<file path="src/rtl/clock_divider_pkg.sv">
// Shared constants and helpers for the clock divider bank.
// Divisor limits and the high-phase length of a period.
package clock_divider_pkg;

  localparam int MIN_DIV = 2;
  localparam int DEFAULT_DIV = 2;

  // High phase is ceil(div/2); written without +1 so it cannot overflow.
  function automatic logic [31:0] high_count(input logic [31:0] div);
    return (div >> 1) + {31'd0, div[0]};
  endfunction

endpackage

</file>
<file path="src/rtl/clock_divider_channel.sv">
// One divider channel: counter, pending divisor and boundary swap.
// Outputs are registered so they are glitch-free downstream.
module clock_divider_channel #(
  parameter int WIDTH = 16,
  parameter int DEFAULT_DIV = clock_divider_pkg::DEFAULT_DIV
) (
  input  logic             clock,
  input  logic             reset,
  input  logic             enable,
  input  logic             restart,
  input  logic             load_fire,
  input  logic [WIDTH-1:0] load_divisor,
  output logic             pending,
  output logic             div_out,
  output logic             tick
);

  import clock_divider_pkg::*;

  logic [WIDTH-1:0] active_div;
  logic [WIDTH-1:0] count;
  logic [WIDTH-1:0] pending_div;
  logic [WIDTH-1:0] clamped;
  logic [WIDTH-1:0] next_count;
  logic [WIDTH-1:0] restart_div;
  logic             wrap;
  logic             boundary;
  logic             next_high;

  // Clamp, wrap detection and the divisor a restart would adopt.
  always_comb begin
    clamped = load_divisor;
    if (load_divisor < WIDTH'(MIN_DIV))
      clamped = WIDTH'(MIN_DIV);
    wrap = (count == active_div - WIDTH'(1));
    boundary = enable && wrap;
    next_count = wrap ? '0 : count + WIDTH'(1);
    next_high = 32'(next_count) < high_count(32'(active_div));
    restart_div = active_div;
    if (load_fire)
      restart_div = clamped;
    else if (pending)
      restart_div = pending_div;
  end

  // Counter, outputs and pending-divisor handoff at period boundaries.
  always_ff @(posedge clock) begin
    if (reset) begin
      active_div <= WIDTH'(DEFAULT_DIV);
      count <= WIDTH'(DEFAULT_DIV - 1);
      pending_div <= WIDTH'(DEFAULT_DIV);
      pending <= 1'b0;
      div_out <= 1'b0;
      tick <= 1'b0;
    end else if (restart) begin
      active_div <= restart_div;
      count <= restart_div - WIDTH'(1);
      pending <= 1'b0;
      div_out <= 1'b0;
      tick <= 1'b0;
    end else begin
      if (enable) begin
        count <= next_count;
        div_out <= next_high;
        tick <= (next_count == '0);
      end else begin
        tick <= 1'b0;
      end
      if (boundary && pending) begin
        active_div <= pending_div;
        pending <= 1'b0;
      end
      if (load_fire) begin
        pending_div <= clamped;
        pending <= 1'b1;
      end
    end
  end

endmodule

</file>
<file path="src/rtl/clock_divider_bank.sv">
// Bank of independent programmable clock dividers.
// Decodes the shared load port and fans out to each channel.
module clock_divider_bank #(
  parameter int CHANNELS = 2,
  parameter int WIDTH = 16,
  parameter int DEFAULT_DIV = clock_divider_pkg::DEFAULT_DIV,
  localparam int CW = (CHANNELS > 1) ? $clog2(CHANNELS) : 1
) (
  input  logic                clock,
  input  logic                reset,
  input  logic                enable,
  input  logic                restart,
  input  logic                load_valid,
  input  logic [CW-1:0]       load_channel,
  input  logic [WIDTH-1:0]    load_divisor,
  output logic                load_ready,
  output logic [CHANNELS-1:0] div_out,
  output logic [CHANNELS-1:0] tick
);

  import clock_divider_pkg::*;

  logic [CHANNELS-1:0] pending;
  logic [CHANNELS-1:0] fire;

  // Ready reflects the addressed channel; unknown channels always accept.
  always_comb begin
    load_ready = 1'b1;
    fire = '0;
    for (int i = 0; i < CHANNELS; i++) begin
      if (load_channel == CW'(i)) begin
        load_ready = !pending[i];
        fire[i] = load_valid && !pending[i];
      end
    end
  end

  for (genvar g = 0; g < CHANNELS; g++) begin : g_ch
    clock_divider_channel #(
      .WIDTH(WIDTH),
      .DEFAULT_DIV(DEFAULT_DIV)
    ) u_ch (
      .clock(clock),
      .reset(reset),
      .enable(enable),
      .restart(restart),
      .load_fire(fire[g]),
      .load_divisor(load_divisor),
      .pending(pending[g]),
      .div_out(div_out[g]),
      .tick(tick[g])
    );
  end

endmodule

</file>
<file path="config.mk">
export PLATFORM = sky130hd
export DESIGN_NAME = clock_divider_bank
export DESIGN_NICKNAME = d
export VERILOG_FILES = /design/src/rtl/clock_divider_pkg.sv /design/src/rtl/clock_divider_channel.sv /design/src/rtl/clock_divider_bank.sv
export SDC_FILE = /design/constraint.sdc
export NUM_CORES = 1
export LEC_CHECK = 0
export ABC_AREA = 1
export BUFFER_PORTS_ARGS = -buffer_cell sky130_fd_sc_hd__buf_4
export CAP_MARGIN = 15
export CORE_MARGIN = 5
export CORE_UTILIZATION = 58
export CTS_CLUSTER_DIAMETER = 100
export CTS_CLUSTER_SIZE = 28
export DETAILED_ROUTE_END_ITERATION = 12
export GPL_ROUTABILITY_DRIVEN = 0
export PLACE_DENSITY = 0.78
export RECOVER_POWER = 25
export SYNTH_ARGS = -nofsm -noshare
export SYNTH_HDL_FRONTEND = slang
export SYNTH_HIERARCHICAL = 1
export SYNTH_SLANG_ARGS = --single-unit
</file>
<file path="constraint.sdc">
create_clock -name clock -period 2.45 [get_ports clock]
set_input_delay 0.1225 -clock clock [delete_from_list [all_inputs] [get_ports clock]]
set_output_delay 0.1225 -clock clock [all_outputs]
set_load 0.005 [all_outputs]
</file>
==> flow_summary.ini, run 1 <==
[outcome]
status = stopped before the end
error_line = [ERROR GRT-0232] Routing congestion too high. Check the congestion heatmap in the GUI.
lastStage = global routing (5_1_grt)

[logic_synthesis]
synthFlopType = dfxtp_1
synthTopCellsByArea = dfxtp_1 (23%), nand2_1 (15%), inv_1 (7.7%), o21ai_0 (6.8%), nor2_1 (5.8%)
yosys.area.top_type = dfxtp_1
synth_top_area_share_pct = 22.7
synthArstFlopShare_pct = 0
yosys_warnings = 6
synth-seq-cells = 102
yosysUniqueCellTypes = 49
synth-seq-area-share_pct = 22.7
netlist_area_sq_um = 9010
syn-num-nets = 1537
synthCells = 1475
syn_area_per_cell_sq_um = 6.11
synth-edff-count = 0

[grt]
grt-ovfl-total = 4
grt_max_degree = 45
antenna_found_initial = 3
grt.total_usage_pct = 76.1

[clocking]
clock_path_buffers = 2
clock-sinks = 102
root_buffer = clkbuf_16
cts_buffers = 9
htree_levels = 3

[floorplan]
ioPinCount = 27
initial_core_util_pct = 59.3
die_w_um = 135
die_y_um = 135
rows = 45

[placement]
dp_hpwl_um = 24600
portBuffers = 26
dp_cells = 1891

[sta]
worstEndpointGrtRepair = g_ch[1].u_ch/div_out$_SDFFE_PP0P_/D
worst-ep-kind = register data pin
## kinds of logic after synthesis
kind of cell	after synthesis	synth area share (%)
flops	102	22.7
compound gates	311	18.9
fa+ha+maj	40	5.55
buf+inv	253	11.7
xor+xnor	60	5.83
simple gates	709	35.4
## cells in the mapped netlist (19+ instances only)
cell type / n
o21ai_0: 123
dfxtp_1: 102
nor3_1: 19
ha_1: 40
a21oi_1: 95
xnor2_1: 19
a31oi_1: 29
nand3_1: 102
inv_1: 184
o21ai_1: 27
nand4_1: 22
clkbuf_1: 25
xor2_1: 41
nand2_1: 356
nor2_1: 139
## metal layers
metal	global-route usage, %	GRT overflow
met1	76.5	0
met2	87.1	0
met3	69.9	0
met4	69.4	4
met5	38.9	0
## per-stage QoR
step	worst slack [ns]	instance area (sq um)	TNS (ns)	hold WS, ns	utilization, %
CTS	-0.292	12300	-1.75	0.0349	81.0
detailed placement	-0.388	11200	-1.59	0.415	73.8
global placement	-0.322	11200	-0.963	0.407	73.8
floorplan	-0.0596	9130	-0.0797	0.192	-
## what timing repair did
action	CTS
buffers inserted	24
gates cloned	8
gates resized for setup	118
pin swaps	61
endpoints found under the setup margin	36
hold buffers	0
==> run 2, diff against run 1 <==
- CORE_UTILIZATION: 58 -> 40
- CTS_CLUSTER_DIAMETER: 100 -> default
- CTS_CLUSTER_SIZE: 28 -> default
- PLACE_DENSITY: 0.78 -> default
- PLACE_DENSITY_LB_ADDON: default -> 0.15
- clock period: 2.45 -> 3.2 ns (I/O delays scaled with it)
==> run 2 against run 1 <==
  * The run now ends clean
  * Synthesized cell count is the same
  * Area after synthesis is the same
==> flow_summary.ini, run 2 <==
[outcome]
status = complete, no violations

[clocking]
clock_path_buffers = 2
clkTransAtPathRegs_ns = 0.08
root_buffer = clkbuf_16
cts_tree = built
clock_latency_ns = 0.36
clock-sinks = 102
htree_levels = 3
cts_buffers = 9

[floorplan]
die_area_sq_um = 25600
die_y_um = 160
ioPinCount = 27
initial_core_util_pct = 40.2
die_w_um = 160
rows = 55
core_sq_um = 22400

[final_layout]
final_core_util_pct = 44.7
mostFrequentLayoutCells = nand2_1 (356), inv_1 (182), nor2_1 (135), o21ai_0 (123), nand3_1 (98)
mostFrequentLayoutCell = nand2_1
synthToLayoutAreaGrowth_pct = 11.4
final_cells = 1793
top_regs = g_ch.u_ch/active_div (32), g_ch.u_ch/count (32), g_ch.u_ch/pending_div (32)
fin_nets = 1565
antenna_cells = 0
final_area_sq_um = 10000
drive_gt1_share_pct = 11.5

[critical_path]
reg2reg_to = g_ch[0].u_ch/div_out$_SDFFE_PP0P_
required_ns = 3.48
critPathBufInv = 2
critPathMaxStageDelay_ns = 0.41
path_class = reg2reg
crit_fanout = 8
reg2reg_depth = 19
crit_slowest_cell = dfxtp_1
cp_top_family = simple AND/OR/NAND/NOR gates
r2r_slack_ns = 0.19
critPathCaptureType = register
cp-startpoint = g_ch[0].u_ch/active_div[12]$_SDFFE_PP0P_
cpMostUsedCell = nand2_1
arrival_ns = 3.30
crit_path_start_kind = register
crit_chain = nor2_1 > nand3_1 > nor2_1 > nand3b_1 > nand2_1 > nand2_1 > nor2_2 > nand3_4 > buf_4 > nand3_1 > inv_1 > ha_1 > a21oi_1 > nand2_1 > nand2_1 > nand2_1 > nand2_1 > nand2_1 > a21oi_1
timing.rr.start = g_ch[0].u_ch/active_div[12]$_SDFFE_PP0P_

[sta]
fin_crit_sh_pct = 94.2
relSlewSlack_pct = 28.2
fin_crit_ns = 3.01
fin_skew_ns = 0.0150
fmax_ghz = 0.332
rsz0062_at_grt = yes
drv_slew = 0
finalHoldViolations = 0
setup_viol = 0
worst_pin_slew_ns = 1.08

[logic_synthesis]
syn-num-nets = 1537
synth-seq-cells = 102
yosysUniqueCellTypes = 49
synth-edff-count = 0
synth-seq-area-share_pct = 22.7
synthTopCellsByCount = nand2_1 (356), inv_1 (184), nor2_1 (139), o21ai_0 (123)
synthTopCellsByArea = dfxtp_1 (23%), nand2_1 (15%), inv_1 (7.7%), o21ai_0 (6.8%), nor2_1 (5.8%)
synth_top_area_share_pct = 22.7
yosys.area.top_type = dfxtp_1
synthCells = 1475
synth.most_common_cell = nand2_1
synthArstFlopShare_pct = 0
syn_area_per_cell_sq_um = 6.11
synthFlopType = dfxtp_1
yosys_warnings = 6
netlist_area_sq_um = 9010

[grt]
grt_first_pass_wirelength_um = 47800
grt-ovfl-total = 0
antenna_found_initial = 0
grt_max_degree = 55
grt_pass1_vias = 8519
grt.total_usage_pct = 23.0

[pwr]
fin_total_pwr_uw = 3940
leakage_uw = 0.00460
irDropWorstVdd_mv = 0.276
p_per_area_nw_per_um2 = 393

[detailed_routing]
first_iter_violations = 822
postRouteWirelength_um = 30300
dr.pass1.iters = 6
vias = 9746
ant_nets = 0
viasPerCell = 5.44
wl_per_cell_um = 16.9
drc = 0

[min_path]
hold_end = g_ch[1].u_ch/pending_div[14]$_SDFFE_PP0P_
hp-class = in2reg
hold_depth = 3
hold_start = load_divisor[14]

[placement]
portBuffers = 26
placed_cell_area_sq_um = 9600
dp_hpwl_um = 23900
dp_cells = 1774

[flow_run]
maxCapViolations = 0
run 2: where the power goes:
| group | total [uW] | internal [uW] | leakage [uW] | switching [uW] |
|---|---|---|---|---|
| Sequential | 1480 | 1360 | 0.000840 | 127 |
| Clock | 1170 | 617 | 0.000143 | 557 |
| Combinational | 1290 | 459 | 0.00362 | 826 |
run 2: per-layer routing:
metal,up-vias,GRT usage [%],part of all wire (%)
met3,23,3.79,8.2
li1,4903,-,-
met1,4452,37.0,51
met5,-,0,0
met4,0,5.04,1.2
met2,368,31.6,40
run 2: area by class of cell:
type / count / area, sq um
Tap cell: 285 / 357
Sequential cell: 102 / 2050
Multi-Input combinational cell: 1120 / 6020
Timing Repair Buffer: 74 / 569
Clock inverter: 7 / 80.1
Fill cell: 2447 / 12400
Inverter: 196 / 736
Clock buffer: 9 / 225
run 2: cells by family (layout without fill, tap and decap cells):
logic type | after synthesis | in the layout | synth area share, %
AND/OR/NAND/NOR | 709 | 709 | 35.4
AO/OA/AOI/OAI | 311 | 311 | 18.9
buffers and inverters | 253 | 286 | 11.7
flip-flops | 102 | 102 | 22.7
XOR/XNOR | 60 | 60 | 5.83
adder cells (fa/ha/maj) | 40 | 40 | 5.55
run 2: how the worst max path moves through the flow:
stage | endpoint | slack [ns] | cells after the start
6_report | g_ch[0].u_ch/div_out$_SDFFE_PP0P_ | 0.19 | 19
5_1_grt | g_ch[0].u_ch/div_out$_SDFFE_PP0P_ | -0.03 | 19
4_1_cts | g_ch[0].u_ch/div_out$_SDFFE_PP0P_ | 0.03 | 21
3_5_place_dp | g_ch[0].u_ch/div_out$_SDFFE_PP0P_ | 0.05 | 21
3_3_place_gp | g_ch[0].u_ch/div_out$_SDFFE_PP0P_ | 0.05 | 21
2_1_floorplan | g_ch[0].u_ch/div_out$_SDFFE_PP0P_ | 0.52 | 18
run 2: repair_timing:
item | CTS | global route
resized for setup | 0 | 30
endpoints found under the setup margin | 0 | 2
setup buffers | 0 | 3
endpoints found under the hold margin | 0 | 0
hold buffers | 0 | 0
run 2: stage by stage:
step / setup WS, ns / setup TNS (ns) / hold slack (ns)
5_1_grt: -0.0293 / -0.0348 / 0.0960
2_1_floorplan: 0.517 / 0 / 0.229
4_1_cts: 0.0292 / 0 / 0.0798
6_report: 0.185 / 0 / 0.0957
3_3_place_gp: 0.0467 / 0 / 0.460
3_5_place_dp: 0.0524 / 0 / 0.462
run 2: worst min-delay path, cell delays in order:
cell,delay (ns)
buf_4,0.13
inv_1,0.07
a21oi_1,0.06
(Power assumes the default switching activity.)
==> run 3, diff against run 2 <==
- SYNTH_HIERARCHICAL: 1 -> default
==> run 3 against run 2 <==
  * Clock skew down 0.0052 ns
  * Sequential share of layout area rose by 0.19 points
  * Global-route usage decreased by 1.3 points
==> flow_summary.ini, run 3 <==
[detailed_routing]
vias = 9150
wl_per_cell_um = 16.4
viasPerCell = 5.31
ant_nets = 0
dr.pass1.iters = 5
first_iter_violations = 640
postRouteWirelength_um = 28200
drc = 0

[sta]
worst_pin_slew_ns = 1.04
fin_crit_ns = 3.00
finalHoldViolations = 0
fin_crit_sh_pct = 93.7
relSlewSlack_pct = 30.7
setup_viol = 0
drv_slew = 0
hold_slack_ns = 0.106
fin_skew_ns = 0.00976
fmax_ghz = 0.334

[critical_path]
r2r_slack_ns = 0.20
cpMostUsedCell = nand2_1
crit_slowest_cell = or4_4
critPathBufInv = 1
path_class = reg2reg
crit_chain = ha_2 > ha_2 > nand3_2 > nor2_4 > nand4_1 > nor2_1 > nand2_1 > or4_4 > nor2_2 > xor2_1 > ha_1 > nand2_1 > inv_1 > nand3_1 > o221ai_1 > nor2_1 > nand2_1 > a21oi_1
arrival_ns = 3.28
crit_fanout = 5
crit_path_start_kind = register
critPathCaptureType = register
critPathMaxStageDelay_ns = 0.43
cp_top_family = simple AND/OR/NAND/NOR gates
required_ns = 3.48

[logic_synthesis]
synth-seq-cells = 102
synth_top_family_by_area = simple AND/OR/NAND/NOR gates
yosys.area_share.simple_pct = 33.0
synth_fa_ha_area_share_pct = 5.54
synthArstFlopShare_pct = 0
syn_area_per_cell_sq_um = 6.34
synth_compound_area_share_pct = 18.9
synth.most_common_cell = nand2_1
synth_xor_area_share_pct = 7.62
synthTopCellsByArea = dfxtp_1 (23%), nand2_1 (14%), inv_1 (6.9%), nor2_1 (5.8%), o21ai_0 (5.7%)
yosys.area.top_type = dfxtp_1
synth-seq-area-share_pct = 22.6
yosysUniqueCellTypes = 58
synth_top_area_share_pct = 22.6
synthTopCellsByCount = nand2_1 (331), inv_1 (167), nor2_1 (139), dfxtp_1 (102), o21ai_0 (102)
synthCells = 1424
netlist_area_sq_um = 9030
synthFlopType = dfxtp_1
syn-num-nets = 1486
yosys_warnings = 0
synthMuxAreaShare_pct = 0
synth-edff-count = 0

[clocking]
cts_buffers = 9
ctsHoldBuffers = 0
clock_latency_ns = 0.36
htree_levels = 3
clock_path_buffers = 2
cts_tree = built
clkTransAtPathRegs_ns = 0.07
root_buffer = clkbuf_16
clock-sinks = 102

[grt]
antenna_found_initial = 0
grt_pass1_vias = 8493
grt-ovfl-total = 0
grt_first_pass_wirelength_um = 45500
grt.total_usage_pct = 21.7
grt_max_degree = 52

[final_layout]
final_core_util_pct = 44.5
mostFrequentLayoutCell = nand2_1
mostFrequentLayoutCells = nand2_1 (331), inv_1 (165), nor2_1 (124), o21ai_0 (102), dfxtp_1 (93)
drive_gt1_share_pct = 14.7
synthToLayoutAreaGrowth_pct = 10.4
fin_nets = 1496
final_area_sq_um = 9970
top_regs = g_ch.u_ch.active_div (32), g_ch.u_ch.count (32), g_ch.u_ch.pending_div (32)
antenna_cells = 0

[floorplan]
die_w_um = 160
rows = 55
initial_core_util_pct = 40.2
core_sq_um = 22400
die_y_um = 160
ioPinCount = 27
die_area_sq_um = 25700

[outcome]
status = complete, no violations

[pwr]
seq_power_share_pct = 38.3
switching_share_pct = 37.0
switching_power_uw = 1420
leakage_uw = 0.00437
clockPowerShare_pct = 29.5
p_per_area_nw_per_um2 = 385
fin_total_pwr_uw = 3840
irDropWorstVdd_mv = 0.202
p_int_uw = 2420
power_frac_comb_pct = 32.2

[placement]
dp_hpwl_um = 21700
portBuffers = 26
placed_cell_area_sq_um = 9470

[min_path]
hp-class = in2reg

[flow_run]
maxCapViolations = 0
-- run 3: cell types whose count changed after synthesis, sizes merged, moves of 14 or more --
cell	previous run	this run
o21ai	152	129
inv	195	181
a21oi	96	77
o211ai	13	31
nand2	364	343
nand3	109	75
xor2	41	56
-- run 3: per-stage QoR --
| step | setup TNS (ns) | std cells | worst slack, ns |
|---|---|---|---|
| final | 0 | 1724 | 0.203 |
| after global routing | -0.0650 | 1724 | -0.0355 |
| after detailed placement | 0 | 1705 | 0.0108 |
| after global placement | 0 | 1705 | 0.0144 |
| after floorplan | 0 | 1424 | 0.369 |
| after CTS | 0 | 1721 | 0.0342 |
-- run 3: metal layers --
metal  routed length [um]  GRT usage, %  part of all wire (%)
met4                  399          4.69                   1.4
met5                    0             0                     0
met1                14400          33.1                    51
met3                 1430          2.79                   5.1
met2                12000          32.6                    43
-- run 3: worst register-to-register path, stage by stage (launching register included) --
cell,delay (ns)
dfxtp_4,0.38
ha_2,0.18
ha_2,0.20
nand3_2,0.13
nor2_4,0.15
nand4_1,0.16
nor2_1,0.15
nand2_1,0.08
or4_4,0.43
nor2_2,0.10
xor2_1,0.15
ha_1,0.24
nand2_1,0.07
inv_1,0.04
nand3_1,0.08
o221ai_1,0.12
nor2_1,0.10
nand2_1,0.06
a21oi_1,0.10
-- run 3: worst paths after layout --
kind                                            startpoint                                        end  depth (start not counted)
setup / recovery   g_ch[1].u_ch.active_div[0]$_SDFFE_PP0P_          g_ch[1].u_ch.div_out$_SDFFE_PP0P_                         18
hold / removal                            load_divisor[13]  g_ch[1].u_ch.pending_div[13]$_SDFFE_PP0P_                          3
setup reg to reg   g_ch[1].u_ch.active_div[0]$_SDFFE_PP0P_          g_ch[1].u_ch.div_out$_SDFFE_PP0P_                         18
hold reg to reg   g_ch[1].u_ch.pending_div[3]$_SDFFE_PP0P_   g_ch[1].u_ch.pending_div[3]$_SDFFE_PP0P_                          2
-- run 3: layout make-up --
cell class                      instances  area, sq um
Clock inverter                          3         45.0
Tap cell                              285          357
Sequential cell                       102         2060
Fill cell                            2432        12500
Clock buffer                           13          240
Multi-Input combinational cell       1067         6060
Timing Repair Buffer                   70          514
Inverter                              184          699
-- run 3: power by group through the flow --
stage	clock, uW	sequential [uW]	combinational (uW)
floorplan	0	1440	929
global placement	0	1490	1190
detailed placement	0	1490	1190
CTS	1160	1470	1200
global route	1200	1480	1400
finish	1130	1470	1240
-- run 3: kinds of logic after synthesis --
group / Yosys count
adder cells (fa/ha/maj): 40
buffers and inverters: 255
AO/OA/AOI/OAI: 292
flip-flops: 102
XOR/XNOR: 77
AND/OR/NAND/NOR: 658
-- run 3: repair_timing --
item,4_1_cts,5_1_grt
setup endpoints to repair,1,2
pin swaps,0,10
setup buffers,0,3
gates resized for setup,1,61
==> run 4, diff against run 3 <==
- ABC_AREA: 1 -> default
- PLACE_DENSITY_LB_ADDON: 0.15 -> 0.25
==> run 4 against run 3 <==
  * The flow now finishes with violations (max-capacitance violations, max-slew violations, negative setup slack)
  * Utilization grew 6.8 points
  * Cell area increased by 25%
  * Register-to-register slack got worse by 0.82 ns
  * First-iteration DRC count grew 58%
  * Flip-flop and latch count unchanged
  * Clock skew up 0.0021 ns
  * Fmax fell by 21%
  * Sequential share of layout area shrank 4.1 points
  * Routed wire length is 24% higher
  * Via count is 19% higher
  * Combinational power is 58% higher
  * Critical endpoint unchanged
  * Largest power group is now combinational logic
==> flow_summary.ini, run 4 <==
[outcome]
status = finished with violations
violations = max-capacitance violations, max-slew violations, negative setup slack

[critical_path]
reg2reg_to = g_ch[1].u_ch.div_out$_SDFFE_PP0P_
required_ns = 3.49
arrival_ns = 4.11
r2r_slack_ns = -0.62
timing.rr.start = g_ch[1].u_ch.active_div[2]$_SDFFE_PP0P_
crit_path_start_kind = register
reg2reg_depth = 15
crit_fanout = 4
path_class = reg2reg
critPathCaptureType = register
cp-startpoint = g_ch[1].u_ch.active_div[2]$_SDFFE_PP0P_

[pwr]
leakage_uw = 0.00492
switching_power_uw = 1720
irDropWorstVdd_mv = 0.266
power_frac_comb_pct = 43.3
switching_share_pct = 38.1
clockPowerShare_pct = 24.9
fin_total_pwr_uw = 4510
p_int_uw = 2790
p_per_area_nw_per_um2 = 363
seq_power_share_pct = 31.8

[logic_synthesis]
yosysUniqueCellTypes = 81
synth_top_area_share_pct = 20.8
yosys_warnings = 0
synthTopCellsByArea = dfxtp_1 (21%), nand2_1 (5.8%), xnor2_1 (5.5%), a21oi_1 (5.2%), ha_1 (5.1%)
syn_area_per_cell_sq_um = 7.33
synthTopCellsByCount = nand2_1 (153), clkbuf_1 (111), a21oi_1 (102), dfxtp_1 (102), nor2_1 (87)
synth.most_common_cell = nand2_1
synthCells = 1342
synthArstFlopShare_pct = 0
syn-num-nets = 1404
synth-seq-area-share_pct = 20.8
synth-edff-count = 0
synthFlopType = dfxtp_1
netlist_area_sq_um = 9840
synth-seq-cells = 102
yosys.area.top_type = dfxtp_1

[clocking]
cts_tree = built
clock_latency_ns = 0.36
cts_buffers = 9
clkTransAtPathRegs_ns = 0.08
clock-sinks = 102
htree_levels = 3
root_buffer = clkbuf_16
clock_path_buffers = 2

[sta]
worst_pin_slew_ns = 1.56
drv_slew = 37
tns_ns = -5.86
setup_ws_ns = -0.616
setup_viol = 23
fin_skew_ns = 0.0118
relSlewSlack_pct = -3.90
rsz0062_at_grt = yes
fin_crit_ns = 3.82
finalHoldViolations = 0
fmax_ghz = 0.262
fin_crit_sh_pct = 119

[grt]
grt_pass1_vias = 10200
grt_max_degree = 75
grt_first_pass_wirelength_um = 55900
antenna_found_initial = 0
grt-ovfl-total = 0
grt.total_usage_pct = 24.3

[min_path]
hold_start = load_divisor[2]
hp-class = in2reg
hold_end = g_ch[0].u_ch.pending_div[2]$_SDFFE_PP0P_
hold_depth = 3

[floorplan]
ioPinCount = 27
rows = 57
initial_core_util_pct = 40.6
die_area_sq_um = 27800
die_w_um = 167
die_y_um = 167
core_sq_um = 24200

[placement]
dp_hpwl_um = 26300
portBuffers = 26
dp_slack_ns = -0.862
placed_cell_area_sq_um = 11800

[final_layout]
drive_gt1_share_pct = 24.2
mostFrequentLayoutCells = buf_4 (269), nand2_1 (153), a21oi_1 (98), dfxtp_1 (95), nor2_1 (83)
final_core_util_pct = 51.2
synthToLayoutAreaGrowth_pct = 26.3
top_regs = g_ch.u_ch.active_div (32), g_ch.u_ch.count (32), g_ch.u_ch.pending_div (32)
fin_nets = 1568
antenna_cells = 0
final_area_sq_um = 12400
mostFrequentLayoutCell = buf_4

[detailed_routing]
vias = 10900
first_iter_violations = 1012
wl_per_cell_um = 19.1
postRouteWirelength_um = 35100
ant_nets = 0
drc = 0
dr.pass1.iters = 6
viasPerCell = 5.96

[flow_run]
maxCapViolations = 1
[run 4: cell count changes after synthesis, moves of 22 or more]
cell / delta
o31a_1: +29
nor2_1: -52
xnor2_1: +42
clkbuf_1: +77
o21ai_0: -74
and3_1: +26
nand2_1: -178
nor2_2: -22
nor2b_1: +26
a21oi_1: +26
inv_1: -138
a221oi_1: +24
[run 4: area by class of cell]
class,count,area [sq um]
clock buffers,9,225
inverters,29,109
repair buffers,285,2150
well taps,324,405
clock inverters,6,53.8
fillers,2436,11800
multi-input cells,1079,7420
flip-flops and latches,102,2050
[run 4: kinds of logic (layout without fill, tap and decap cells)]
family          after synthesis  in the layout  share of synthesized area [%]
buf+inv                     162            329                           6.72
mux                          15             15                           1.56
fa+ha+maj                    40             40                           5.09
simple gates                545            546                           29.3
flops                       102            102                           20.8
compound gates              365            365                           26.5
xor+xnor                    113            113                           10.1
[run 4: worst max path at each step]
stage / to / slack [ns]
5_1_grt: g_ch[1].u_ch.div_out$_SDFFE_PP0P_ / -0.83
2_1_floorplan: g_ch[1].u_ch.div_out$_SDFFE_PP0P_ / -0.91
3_5_place_dp: g_ch[1].u_ch.div_out$_SDFFE_PP0P_ / -0.86
3_3_place_gp: g_ch[1].u_ch.div_out$_SDFFE_PP0P_ / -0.72
6_report: g_ch[1].u_ch.div_out$_SDFFE_PP0P_ / -0.62
4_1_cts: g_ch[1].u_ch.div_out$_SDFFE_PP0P_ / -0.70
[run 4: metrics by stage]
step	hold WS [ns]	cells
after floorplan	0.296	1342
after global placement	0.441	1806
after detailed placement	0.446	1806
after CTS	0.0637	1832
after global routing	0.0782	1834
final	0.0760	1834
[run 4: power by group through the flow]
stage / sequential, uW / clock (uW) / combinational (uW)
global route: 1450 / 1180 / 2120
finish: 1440 / 1120 / 1960
global placement: 1460 / 0 / 1780
CTS: 1430 / 1140 / 1890
detailed placement: 1460 / 0 / 1800
floorplan: 1430 / 0 / 1100
[run 4: what timing repair did]
item,CTS,global route
gates resized for setup,42,24
pin swaps,39,18
hold buffers,0,0
gates cloned,1,0
setup endpoints to repair,3,21
buffers inserted,10,2
[run 4: layer usage]
layer  wire [um]  global-route usage, %
met5           0                      0
met4         636                   6.15
met2       15600                   37.7
met1       16400                   35.9
met3        2380                   2.82
[run 4: worst max-delay path, cell delays in order, from the launching register on]
cell and delay (ns):
dfxtp_1 0.31, or4_4 0.55, or3_4 0.35, o31a_1 0.26, or2_1 0.24, or3b_4 0.40, nor2_4 0.16, nor2_2 0.05
ha_1 0.30, a21o_1 0.18, a21o_1 0.15, a21o_1 0.16, a211o_1 0.26, a21oi_2 0.14, o21ai_1 0.07, a31oi_1 0.16
